File: config.mk
export PLATFORM = sky130hd
export DESIGN_NAME = drm_20x256_rd_streamer
export DESIGN_NICKNAME = d
export VERILOG_FILES = /design/src/rtl/drm_20x256_rd_streamer.sv
export SDC_FILE = /design/constraint.sdc
export NUM_CORES = 1
export LEC_CHECK = 0
export CORE_AREA = 2 2 115 117
export CTS_CLUSTER_DIAMETER = 60
export CTS_CLUSTER_SIZE = 10
export DETAILED_ROUTE_END_ITERATION = 10
export DIE_AREA = 0 0 117 119
export SLEW_MARGIN = 40
export SYNTH_ARGS = -nofsm -noshare
export SYNTH_HDL_FRONTEND = slang
export SYNTH_SLANG_ARGS = --single-unit
export TNS_END_PERCENT = 5
File: constraint.sdc
create_clock -name rd_clk -period 5.9 [get_ports rd_clk]
set_input_delay 0.885 -clock rd_clk [delete_from_list [all_inputs] [get_ports rd_clk]]
set_output_delay 0.885 -clock rd_clk [all_outputs]
set_load 0.005 [all_outputs]
File: src/rtl/drm_20x256_rd_streamer.sv
// Read-side burst engine for the 20x256 simple-dual-port DRM: issues sequential
// reads and turns the fixed-latency RAM output into a valid/ready stream.
module drm_20x256_rd_streamer #(
  parameter int ADDR_WIDTH = 8,
  parameter int DATA_WIDTH = 20,
  parameter int RD_LATENCY = 1,
  parameter int FIFO_DEPTH = RD_LATENCY + 2
) (
  input  logic                  rd_clk,
  input  logic                  rd_rst_n,
  input  logic                  cmd_valid,
  output logic                  cmd_ready,
  input  logic [ADDR_WIDTH-1:0] cmd_addr,
  input  logic [ADDR_WIDTH:0]   cmd_len,
  output logic [ADDR_WIDTH-1:0] ram_rd_addr,
  output logic                  ram_rd_en,
  input  logic [DATA_WIDTH-1:0] ram_rd_data,
  output logic                  m_valid,
  input  logic                  m_ready,
  output logic [DATA_WIDTH-1:0] m_data,
  output logic                  m_last,
  output logic                  busy,
  output logic                  done
);

  localparam int PW = (FIFO_DEPTH > 1) ? $clog2(FIFO_DEPTH) : 1;
  localparam int CW = $clog2(FIFO_DEPTH + 1) + 1;

  typedef enum logic [1:0] {IDLE, RUN, DRAIN, FIN} state_t;

  state_t                state, state_nxt;
  logic [ADDR_WIDTH-1:0] addr_cnt, last_addr;
  logic [ADDR_WIDTH:0]   issue_cnt, beat_cnt;
  logic [RD_LATENCY:1]   vld_pipe;
  logic [DATA_WIDTH-1:0] fifo_mem [FIFO_DEPTH];
  logic [PW-1:0]         wr_ptr, rd_ptr;
  logic [CW-1:0]         fifo_count, inflight;
  logic                  hs, issue, credit, push, pop, last_pop;

  function automatic logic [PW-1:0] ptr_inc(input logic [PW-1:0] p);
    return (p == PW'(FIFO_DEPTH - 1)) ? '0 : p + 1'b1;
  endfunction

  always_comb begin
    inflight = '0;
    for (int i = 1; i <= RD_LATENCY; i++) inflight = inflight + CW'(vld_pipe[i]);
  end

  // Credit covers reads still in the RAM pipe, so a capture always has a free slot.
  assign credit      = (inflight + fifo_count) < CW'(FIFO_DEPTH);
  assign issue       = (state == RUN) && credit;
  assign push        = vld_pipe[RD_LATENCY];
  assign hs          = cmd_valid && cmd_ready;
  assign pop         = m_valid && m_ready;
  assign last_pop    = pop && (beat_cnt == (ADDR_WIDTH + 1)'(1));

  assign cmd_ready   = (state == IDLE);
  assign busy        = (state != IDLE);
  assign done        = (state == FIN);
  assign ram_rd_en   = issue;
  assign ram_rd_addr = issue ? addr_cnt : last_addr;
  assign m_valid     = (fifo_count != '0);
  assign m_data      = m_valid ? fifo_mem[rd_ptr] : '0;
  assign m_last      = m_valid && (beat_cnt == (ADDR_WIDTH + 1)'(1));

  always_comb begin
    state_nxt = state;
    case (state)
      IDLE:  if (hs) state_nxt = (cmd_len == '0) ? FIN : RUN;
      RUN:   if (issue && issue_cnt == (ADDR_WIDTH + 1)'(1)) state_nxt = DRAIN;
      DRAIN: if (last_pop && inflight == '0 && fifo_count == CW'(1)) state_nxt = FIN;
      FIN:   state_nxt = IDLE;
      default: state_nxt = IDLE;
    endcase
  end

  always_ff @(posedge rd_clk) begin
    if (!rd_rst_n) begin
      state      <= IDLE;
      addr_cnt   <= '0;
      last_addr  <= '0;
      issue_cnt  <= '0;
      beat_cnt   <= '0;
      vld_pipe   <= '0;
      wr_ptr     <= '0;
      rd_ptr     <= '0;
      fifo_count <= '0;
    end else begin
      state <= state_nxt;
      if (hs && cmd_len != '0) begin
        addr_cnt  <= cmd_addr;
        issue_cnt <= cmd_len;
        beat_cnt  <= cmd_len;
      end else begin
        if (issue) begin
          addr_cnt  <= addr_cnt + 1'b1;
          issue_cnt <= issue_cnt - 1'b1;
          last_addr <= addr_cnt;
        end
        if (pop) beat_cnt <= beat_cnt - 1'b1;
      end
      vld_pipe[1] <= issue;
      for (int i = 2; i <= RD_LATENCY; i++) vld_pipe[i] <= vld_pipe[i-1];
      if (push) wr_ptr <= ptr_inc(wr_ptr);
      if (pop)  rd_ptr <= ptr_inc(rd_ptr);
      case ({push, pop})
        2'b10:   fifo_count <= fifo_count + 1'b1;
        2'b01:   fifo_count <= fifo_count - 1'b1;
        default: fifo_count <= fifo_count;
      endcase
    end
  end

  // Storage needs no reset: m_data is gated by m_valid.
  always_ff @(posedge rd_clk) begin
    if (push) fifo_mem[wr_ptr] <= ram_rd_data;
  end

  a_no_push_when_full: assert property (@(posedge rd_clk) disable iff (!rd_rst_n)
    !(push && fifo_count == CW'(FIFO_DEPTH)));

endmodule

==> results.yml <==
global_route:
  grt_remaining_overflow: 0
  grt_max_degree: 57
  grt_pass1_vias: 3201
  gr-usage-all-layers_pct: 14.63
  antenna_found_initial: 0
  grt_pass1_wl_mm: 15.91
setup_path:
  r2r_end: "fifo_count[2]"
  worst_setup_path_start_kind: "register"
  crit_buf_inv: 3
  r2r_slack_ns: 3.03
  startpoint: "fifo_count[0]"
  crit_chain: "ha_1 > ha_1 > a21boi_1 > buf_4 > and2_1 > mux2i_1 > inv_1 > clkdlybuf4s50_1"
  reg2reg_from: "fifo_count[0]"
  worstRegToRegCells: 9
  cpMaxStageDelayCell: "and2_1"
  cp_data_arrival_time_ns: 2.97
  critPathKind: "register to output pin"
  cp.depth: 8
  path_max_fanout: 17
  cp-end-kind: "output pin"
  max_stage_delay_ns: 0.61
  cpMostUsedCell: "ha_1"
  required_ns: 5.02
  critPathTopFamily: "buffers and inverters"
clock_tree:
  path_clk_slew_ns: 0.07
  max-clock-path-buffers: 2
  cts_buffers: 9
  insertion_delay_ns: 0.34
  ctsResizeCount: 0
  root_buffer: "clkbuf_16"
  post-cts-setup-buffer-count: 0
  cts_tree: "done"
  ctsHoldBuffers: 0
  cts_max_level: 3
  clock-sinks: 106
die:
  initial_utilization_pct: 36.83
  core_area_sq_um: 12870
  dieArea_sq_um: 13920
  io_pins: 75
  die_h_um: 119
  die_x_um: 117
  placementRows: 42
logic_synthesis:
  synth_cell_types: 45
  async_reset_ff_share_pct: 0
  synth_area_per_cell_sq_um: 11.03
  synth_area_sq_um: 4742
  syn-num-nets: 487
  synth-seq-cells: 106
  netlist_instances: 430
  seq_area_frac_synth_pct: 57.41
  ys_warn_count: 0
  ys_dominant_reg_cell: "edfxtp_1"
  synth-edff-count: 60
final_layout:
  final_common_cell: "clkdlybuf4s50_1"
  insertedDiodeCount: 0
  final_cells: 682
  layout_common_cells: "clkdlybuf4s50_1, nor2_1, edfxtp_1, a21oi_1, dfxtp_1"
  postLayoutCellArea_sq_um: 6002
  layout-drive-gt1-share_pct: 6.324
  nets: 558
  syn_to_final_growth_pct: 26.57
timing:
  fin_crit_sh_pct: 65.36
  fmax_mhz: 259.3
  hold_slack_ns: 0.4666
  rsz0062_at_grt: "false"
  fin_ws_ns: 2.044
  setup_viol: 0
  report.final.slew_viol_count: 0
  worst_pin_slew_ns: 0.7076
  period_needed_ns: 3.856
  clock_skew_ns: 0.008552
  slew_headroom_pct: 52.57
  hold_viol: 0
  tns_ns: 0
min_path:
  min_from: "beat_cnt[7]"
  hp-class: "register to register"
  min_to: "beat_cnt[7]"
  hold_path_depth: 2
place:
  routabilityCongestion: 0.8316
  dp_slack_ns: 2.387
  placedInstanceArea_sq_um: 5702
  dp_hpwl_mm: 6.701
  io_buffers: 74
  place_inst: 666
drt:
  drt_iter0_markers: 155
  antenna_left: 0
  wirelength_mm: 9.799
  avgViaCountPerCell: 4.997
  dr.pass1.iters: 4
  drc: 0
  wl_per_cell_um: 14.37
  vias: 3408
pwr:
  power.density_nw_per_um2: 438.2
  p_leak_uw: 0.002135
  irDropWorstVdd_mv: 0.2366
outcome:
  outcome: "completed"
run:
  maxCapViolCount: 0
## per-stage QoR
step           utilization (%)  power [uW]
4_1_cts                  46.62        2663
3_3_place_gp             44.25        2029
3_5_place_dp             44.29        2049
5_1_grt                  46.62        2810
2_1_floorplan                -        1638
6_report                 46.62        2630
## flip-flops by register name (all words and copies together), names as in the netlist, named ones only
register,cells
fifo_count,3
issue_cnt,9
beat_cnt,9
last_addr,8
rd_ptr,2
wr_ptr,2
addr_cnt,8
fifo_mem,60
push,1
state,2
## worst register-to-register path, stage by stage (launching register included)
cell and delay, ns:
dfxtp_1 0.36, inv_1 0.10, ha_1 0.18, nor2b_4 0.52, clkinv_1 0.39, nand2_1 0.25, inv_1 0.12, ha_1 0.36
or3_1 0.38, a21oi_1 0.14
## logic make-up after synthesis
| logic type | synth area share, % |
|---|---|
| AOI/OAI and AO/OA | 11.66 |
| xor gates and xnor gates | 3.878 |
| adders and majority gates | 4.222 |
| buffers and inverters | 3.641 |
| DFF | 57.41 |
| muxes | 6.332 |
| and+or+nand+nor | 12.85 |
## area by class of cell
cell class                      count  area [sq um]
Multi-Input combinational cell    280          1876
Sequential cell                   106          2723
Fill cell                        1224          6873
Clock inverter                      6         71.32
Tap cell                          176         220.2
Inverter                           22         82.58
Clock buffer                       10         229.0
Timing Repair Buffer               82         800.8
## synthesized netlist by cell type, types with 2 or more instances
master	count	area (sq um)
nor2_1	62	232.7
and4_1	3	26.28
o211ai_1	2	15.01
clkbuf_1	12	45.04
and2_1	2	12.51
o21ai_0	16	80.08
buf_1	4	15.01
o41ai_1	2	17.52
a21oi_1	48	240.2
nand4b_1	2	17.52
nand2_1	7	26.28
xnor2_1	4	35.03
nand4_1	11	68.82
nor3_1	3	15.01
dfxtp_1	46	920.9
nor4_1	5	31.28
edfxtp_1	60	1802
inv_1	21	78.83
ha_1	16	200.2
a31oi_1	3	18.77
nor4b_1	2	17.52
nor3b_1	2	15.01
a211oi_1	13	97.59
and3_1	4	25.02
or3_1	3	18.77
xor2_1	17	148.9
buf_2	6	30.03
nand3_1	8	40.04
mux2i_1	30	300.3
## where the power goes
| group | total (uW) | internal, uW | switching (uW) | leakage [uW] |
|---|---|---|---|---|
| logic | 1010 | 499 | 508 | 0.00107 |
| clock network | 605 | 335 | 270 | 0.000147 |
| registers | 1020 | 910 | 108 | 0.000921 |
## worst max-delay path by stage
stage | endpoint | slack [ns]
2_1_floorplan | ram_rd_addr[0] | 3.00
3_3_place_gp | ram_rd_addr[1] | 2.43
3_5_place_dp | ram_rd_addr[6] | 2.39
4_1_cts | ram_rd_addr[6] | 1.99
5_1_grt | ram_rd_addr[6] | 1.85
6_report | ram_rd_addr[6] | 2.04
## layer usage
metal	vias to the layer above	track usage [%]	part of all wire [%]	wire, um
li1	1716	-	-	-
met5	-	0	0	0
met1	1583	19.58	47	4595
met3	9	3.562	5.5	542
met2	100	23.23	46	4534
met4	0	4.706	1.3	126
Power figures use the tool's default switching activity.
==> RTL change: new RTL, config.mk and constraints unchanged <==
Change the parameter `RD_LATENCY` from 1 to 2.
--- a/src/rtl/drm_20x256_rd_streamer.sv
+++ b/src/rtl/drm_20x256_rd_streamer.sv
@@ -4,5 +4,5 @@
   parameter int ADDR_WIDTH = 8,
   parameter int DATA_WIDTH = 20,
-  parameter int RD_LATENCY = 1,
+  parameter int RD_LATENCY = 2,
   parameter int FIFO_DEPTH = RD_LATENCY + 2
 ) (
Formal check against the unedited RTL: not equivalent (Yosys sat finds a counterexample within 4 cycles, from zero or initial values and one cycle with rd_rst_n low).
==> RTL change against the original RTL <==
Global-route usage up 4.0 points. Sequential cell count up 22. Via count up 15%. Total power up 16%. Setup slack worse by 100 ps. Clock skew down 1.9 ps. Core utilization up 8.9 points. Final area up 19%. Routed wire length up 22%. Synthesized area up 19%. Non-clock buffer count down 6. Critical path depth up 1.
==> RTL change: results <==
<?xml version="1.0" encoding="UTF-8"?>
<metrics>
  <group name="cts">
    <metric name="tritoncts.num_buffers" unit="">17</metric>
    <metric name="clkLatencyLatePin" unit="ps">410</metric>
  </group>
  <group name="finish">
    <metric name="multi_input_area_share" unit="%">30.1</metric>
  </group>
  <group name="drt">
    <metric name="average_via_count_per_standard_cell" unit="">5.47</metric>
    <metric name="dr.first_iter.drc_count" unit="">236</metric>
    <metric name="wl_met2" unit="um">6130</metric>
    <metric name="detailedRoute.firstPassIterationCount" unit="">5</metric>
  </group>
  <group name="critical_path">
    <metric name="slowest_library_cell_on_the_worst_path" unit="">sky130_fd_sc_hd__inv_1</metric>
    <metric name="worstSetupEndpoint" unit="">ram_rd_addr[3]</metric>
    <metric name="rr_worst_depth" unit="">10</metric>
    <metric name="highest_fanout_seen_on_the_critical_path" unit="">35</metric>
    <metric name="rr_endpoint" unit="">fifo_count[3]</metric>
    <metric name="setup.reg_to_reg.worst_slack" unit="ps">2710</metric>
    <metric name="cp-startpoint" unit="">vld_pipe[2]</metric>
  </group>
  <group name="power_and_ir_drop">
    <metric name="clock_power_share" unit="%">33.0</metric>
    <metric name="power_leakage" unit="nW">2.43</metric>
    <metric name="switchingPower" unit="mW">0.924</metric>
    <metric name="comb_power_share" unit="%">28.6</metric>
  </group>
  <group name="place">
    <metric name="place.detailed.hpwl" unit="um">7880</metric>
    <metric name="gp_congestion" unit="">0.855</metric>
    <metric name="cell_area_after_placement" unit="um2">6560</metric>
  </group>
  <group name="synth">
    <metric name="synth-edff-count" unit="">80</metric>
    <metric name="yosys-top-cells-area" unit="">sky130_fd_sc_hd__edfxtp_1 (42%), sky130_fd_sc_hd__dfxtp_1 (17%), sky130_fd_sc_hd__mux4_2 (8.0%), sky130_fd_sc_hd__ha_1 (4.6%), sky130_fd_sc_hd__and2_1 (2.9%)</metric>
    <metric name="synth_fp_nets" unit="">514</metric>
    <metric name="synth_top_area_share" unit="%">42.5</metric>
  </group>
  <group name="global_route">
    <metric name="grt_use_met1" unit="%">22.7</metric>
    <metric name="grt_pass1_vias" unit="">4044</metric>
    <metric name="grt_max_degree" unit="">52</metric>
    <metric name="globalRouteMet2Util" unit="%">31.8</metric>
  </group>
  <group name="run_status">
    <metric name="run_status" unit="">completed</metric>
  </group>
</metrics>
RTL change: cells by family (layout without fill, tap and decap cells):
logic type	count (synthesis)	after routing	synth area share [%]
AOI/OAI and AO/OA	91	91	9.69
xor gates and xnor gates	11	11	1.70
adders and majority gates	21	21	4.65
buffers and inverters	40	127	2.74
DFF	128	128	59.5
muxes	22	22	8.32
and+or+nand+nor	139	139	13.4
RTL change: worst reg2reg max path: stages, from the launching register on:
cell and delay [ps]:
sky130_fd_sc_hd__dfxtp_1 500, sky130_fd_sc_hd__inv_1 80, sky130_fd_sc_hd__ha_1 230, sky130_fd_sc_hd__or3b_2 600
sky130_fd_sc_hd__nand2_1 230, sky130_fd_sc_hd__inv_1 200, sky130_fd_sc_hd__ha_1 260, sky130_fd_sc_hd__or4b_2 600
sky130_fd_sc_hd__a21oi_1 170, sky130_fd_sc_hd__xnor2_1 130, sky130_fd_sc_hd__nor2_1 50
